$ cat config.mk
export PLATFORM = sky130hd
export DESIGN_NAME = life_seq_ctrl
export DESIGN_NICKNAME = d
export VERILOG_FILES = /design/src/rtl/life_seq_ctrl.sv
export SDC_FILE = /design/constraint.sdc
export NUM_CORES = 1
export LEC_CHECK = 0
export BUFFER_PORTS_ARGS = -buffer_cell sky130_fd_sc_hd__buf_2
export CAP_MARGIN = 20
export CORE_MARGIN = 2
export CORE_UTILIZATION = 31
export DETAILED_ROUTE_END_ITERATION = 10
export GPL_TIMING_DRIVEN = 0
export SETUP_SLACK_MARGIN = 0.15
export SYNTH_ARGS = -nofsm -noshare
export SYNTH_HDL_FRONTEND = slang
export SYNTH_SLANG_ARGS = --single-unit
$ cat constraint.sdc
create_clock -name clk -period 2.9 [get_ports clk]
set_input_delay 0.58 -clock clk [delete_from_list [all_inputs] [get_ports clk]]
set_output_delay 0.58 -clock clk [all_outputs]
set_load 0.02 [all_outputs]
$ cat src/rtl/life_seq_ctrl.sv
// life_seq_ctrl: sequencing controller for the 8x8 life array.
// Loads a 64-bit seed into the array's four 4x4 tiles. Generates the array's
// step strobe, either free-running at a programmable period or one step per
// single_step rising edge. Keeps a generation counter for status display.
module life_seq_ctrl #(
  parameter int PERIOD_W = 16,
  parameter int GEN_W    = 16
) (
  input  logic                clk,
  input  logic                reset,
  input  logic                load_req,
  input  logic [63:0]         load_pattern,
  input  logic                run,
  input  logic                single_step,
  input  logic [PERIOD_W-1:0] period,
  output logic [15:0]         vali,
  output logic [1:0]          vali_selector,
  output logic                write_enb,
  output logic                step,
  output logic                busy,
  output logic                load_done,
  output logic [GEN_W-1:0]    gen_count
);

  typedef enum logic {IDLE = 1'b0, LOAD = 1'b1} state_e;

  state_e              state_q;
  logic [63:0]         pat_q;
  logic [PERIOD_W-1:0] tick_q;
  logic                ss_q;

  // A period of 0 behaves as 1, so stepping never stalls.
  logic [PERIOD_W-1:0] p_eff;
  assign p_eff = (period == '0) ? PERIOD_W'(1) : period;

  // Tile index presented on the next write cycle of a load.
  logic [1:0] nsel;
  assign nsel = vali_selector + 2'd1;

  // Controller FSM. Every output is a register driven from here.
  always_ff @(posedge clk or negedge reset) begin
    if (!reset) begin
      state_q       <= IDLE;
      pat_q         <= '0;
      tick_q        <= '0;
      ss_q          <= 1'b0;
      vali          <= '0;
      vali_selector <= '0;
      write_enb     <= 1'b0;
      step          <= 1'b0;
      busy          <= 1'b0;
      load_done     <= 1'b0;
      gen_count     <= '0;
    end else begin
      // single_step history is kept in every state so a level held
      // across a load cannot look like a fresh edge afterwards.
      ss_q      <= single_step;
      load_done <= 1'b0;
      step      <= 1'b0;
      case (state_q)
        IDLE: begin
          if (load_req) begin
            // Load wins over run and single_step; a step due now is dropped.
            state_q       <= LOAD;
            pat_q         <= load_pattern;
            busy          <= 1'b1;
            write_enb     <= 1'b1;
            vali_selector <= 2'd0;
            vali          <= load_pattern[15:0];
            tick_q        <= '0;
            gen_count     <= '0;
          end else if (run) begin
            // >= rather than == so shrinking the period mid-count fires now.
            if (tick_q >= p_eff - PERIOD_W'(1)) begin
              tick_q    <= '0;
              step      <= 1'b1;
              gen_count <= gen_count + GEN_W'(1);
            end else begin
              tick_q <= tick_q + PERIOD_W'(1);
            end
          end else begin
            tick_q <= '0;
            if (single_step && !ss_q) begin
              step      <= 1'b1;
              gen_count <= gen_count + GEN_W'(1);
            end
          end
        end
        LOAD: begin
          // One tile per cycle; the last tile's cycle ends the load.
          if (vali_selector == 2'd3) begin
            state_q       <= IDLE;
            write_enb     <= 1'b0;
            busy          <= 1'b0;
            load_done     <= 1'b1;
            vali          <= '0;
            vali_selector <= '0;
          end else begin
            vali_selector <= nsel;
            vali          <= pat_q[{nsel, 4'b0000} +: 16];
          end
        end
        default: state_q <= IDLE;
      endcase
    end
  end

endmodule

==> impl_metrics.csv <==
group,metric,value,unit
outcome,status,"complete, but fails checks",
outcome,violations,"setup timing",
grt,grt_pass1_vias,4814,
pwr,peakVddDrop,581.7,µV
layout,postLayoutCellArea,8268,µm²
drt,finalWirelength,16.11,mm
placement,preCtsSetupSlack,-1.908,ns
worst_setup_path,cp_max_fo,5,
clock_tree,root_buffer,"clkbuf_16",
drt,first_iter_violations,182,
floorplanning,num_rows,51,
drt,postRouteAntennaNets,0,
layout,utilization,0.4248,
sta,max_slew.worst_pin.slew,0.8719,ns
synth,syn_nets,632,
synth,avgSynthCellArea,11.64,µm²
floorplanning,io_pins,123,
pwr,pwr_density_cell,1006,nW/µm²
clock_tree,insertion_delay,0.41,ns
clock_tree,clkSinkCount,119,
sta,drv_slew,0,
floorplanning,initial_core_util,0.3153,
sta,fmax,0.2465,GHz
run,cap_violations,0,
layout,final_layout_size_suffix_gt1_frac,0.4399,
drt,routed_via_density,4.900,
placement,io_buffers,121,
grt,grt_pass1_wl,25.76,mm
worst_setup_path,arrival,4.32,ns
clock_tree,hold_buffers,0,
floorplanning,core_area,19460,µm²
worst_setup_path,startpoint_type,"primary input",
placement,hpwl,11.22,mm
sta,relSlewSlack,0.4187,
layout,final_nets,799,
synth,yosys.cell_types.count,56,
synth,yosysWarnings,0,
floorplanning,chipHeight,144.7,µm
drt,avgRoutedWirePerCell,16.55,µm
sta,hold_violations,0,
clock_tree,cts_tree,"yes",
sta,fin_crit,4.056,ns
synth,synth_seq_cells,119,
drt,vias,4768,
grt,grt_util_all_layers,0.1624,
synth,synth_top_area_frac,0.4853,
drt,drc_errors,0,
synth,syn_inst,527,
grt,grt_max_degree,66,
synth,synthArstFlopShare,1.000,
clock_tree,clockBufferDepth,2,
synth,synth_area_leaders,"dfrtp_1 49%, mux2_2 12%, mux4_2 5.9%",
sta,finalWorstSetupSlack,-1.156,ns
synth,synth_edf_count,0,
worst_setup_path,worstSetupEndpointType,"flip-flop",
grt,grt.overflow.total,0,
drt,drtPass1Iterations,4,
synth,ys.flop_type,"dfrtp_1",
placement,placed_area,7173,µm²
sta,skew,0.008123,ns
synth,ys_seq_area_frac,0.4853,
clock_tree,numCtsBuffers,17,
sta,timing.final.crit_share,1.399,
pwr,power_leakage,3.724,nW
floorplanning,die_area,20940,µm²
grt,antenna_found_initial,1,
worst_setup_path,required,3.16,ns
placement,place_congestion,0.7918,
sta,setup_viol,33,
worst_setup_path,criticalPathCategory,"in -> reg",
synth,synthTopCellsByCount,"119 x dfrtp_1, 67 x mux2_2, 50 x nand2_1",
synth,synth_most_common_cell,"dfrtp_1",
floorplanning,die_x,144.7,µm
synth,synth_area,6136,µm²
hold_path,hold_path.class,"in -> async",
sta,rsz0062_at_grt,"true",
clock_tree,h-tree-depth,4,
synth,synth_top_area_cell,"dfrtp_1",
clock_tree,clkTransAtPathRegs,0.05,ns
layout,syn_to_final_growth,34.75,%
==> cell type report <==
| cell class | count | area [µm²] |
|---|---|---|
| multi-input cells | 368 | 3256 |
| plain buffers | 27 | 128.9 |
| fillers | 1864 | 11190 |
| flip-flops and latches | 119 | 2978 |
| clock inverters | 11 | 171.4 |
| repair buffers | 148 | 900.9 |
| clock buffers | 21 | 450.4 |
| inverters | 13 | 48.80 |
| diodes | 1 | 2.502 |
| well taps | 265 | 331.6 |
==> registers in the layout, indices dropped and copies added (netlist names) <==
signal / flops
busy: 1
step: 1
load_done: 1
vali: 16
pat_q: 64
gen_count: 16
tick_q: 16
vali_selector: 2
ss_q: 1
state_q: 1
==> cell families after synthesis <==
group,after synthesis,share of synthesized area
and+or+nand+nor,160,0.1332
DFF,119,0.4853
muxes,99,0.2078
AOI/OAI and AO/OA,69,0.07769
buffers and inverters,40,0.02671
xor gates and xnor gates,20,0.02855
adders and majority gates,20,0.04078
==> timing repair <==
action | in CTS | in global routing
gates cloned | 2 | 0
pin swaps | 35 | 22
setup buffers | 19 | 5
resized for setup | 31 | 27
endpoints found under the setup margin | 33 | 33
==> layout by cell type (no fill, tap or decap), types with 14 or more instances in the layout <==
cell type	Yosys	final
buf_2	5	123
dfrtp_1	119	119
mux2_2	67	65
nand2_1	50	47
nor2_1	33	21
clkbuf_1	17	20
ha_1	20	19
o21ai_0	18	18
clkbuf_16	0	18
buf_4	2	17
mux2i_1	16	16
mux4_2	16	16
xnor2_1	15	14
nand3_1	15	14
==> metrics by stage <==
step / std cells / hold WS [ns] / TNS (ns) / total power, mW
after global placement: 913 / 0.4831 / -100.94 / 5.890
after floorplan: 527 / 0.2844 / -37.70 / 4.975
after detailed placement: 914 / 0.4910 / -58.97 / 5.968
after global routing: 972 / 0.1915 / -40.52 / 8.843
after CTS: 967 / 0.1713 / -39.95 / 8.364
final: 973 / 0.1533 / -34.95 / 8.321
==> final timing paths <==
| path | from | to | slack (ns) | depth (start not counted) |
|---|---|---|---|---|
| max in group asynchronous | reset | tick_q[6] | 2.04 | 2 |
| min in group clk | single_step | ss_q | 0.29 | 1 |
| hold reg to reg | pat_q[62] | pat_q[62] | 0.50 | 1 |
| hold / removal | reset | pat_q[57] | 0.15 | 1 |
| setup reg to reg | tick_q[0] | gen_count[8] | 0.37 | 10 |
| setup / recovery | period[10] | gen_count[10] | -1.16 | 20 |
==> critical path, stage by stage <==
cell and delay [ns]:
buf_6 0.09, or4_4 0.56, nor4_4 0.17, or3b_4 0.43
nor4_4 0.19, nor2_2 0.07, ha_2 0.20, nand2_4 0.07
nor4_4 0.05, and2b_2 0.21, xnor2_2 0.13, ha_1 0.29
nand2_2 0.06, nor3_4 0.23, a32oi_2 0.19, buf_4 0.18
a31oi_4 0.22, buf_6 0.15, and3_4 0.16, o311ai_2 0.07
==> per-layer routing <==
metal	wire length, µm	global-route usage	up-vias
li1	-	-	2264
met1	6950	0.2037	2349
met2	7772	0.2627	136
met3	1225	0.06581	19
met4	157	0.03986	0
met5	0	0	-
==> where the power goes <==
group	switching, mW	internal, mW
sequential	0.500	2.40
combinational	1.62	1.56
clock	0.777	1.46
Note: power is estimated with default switching activity, not from simulation.
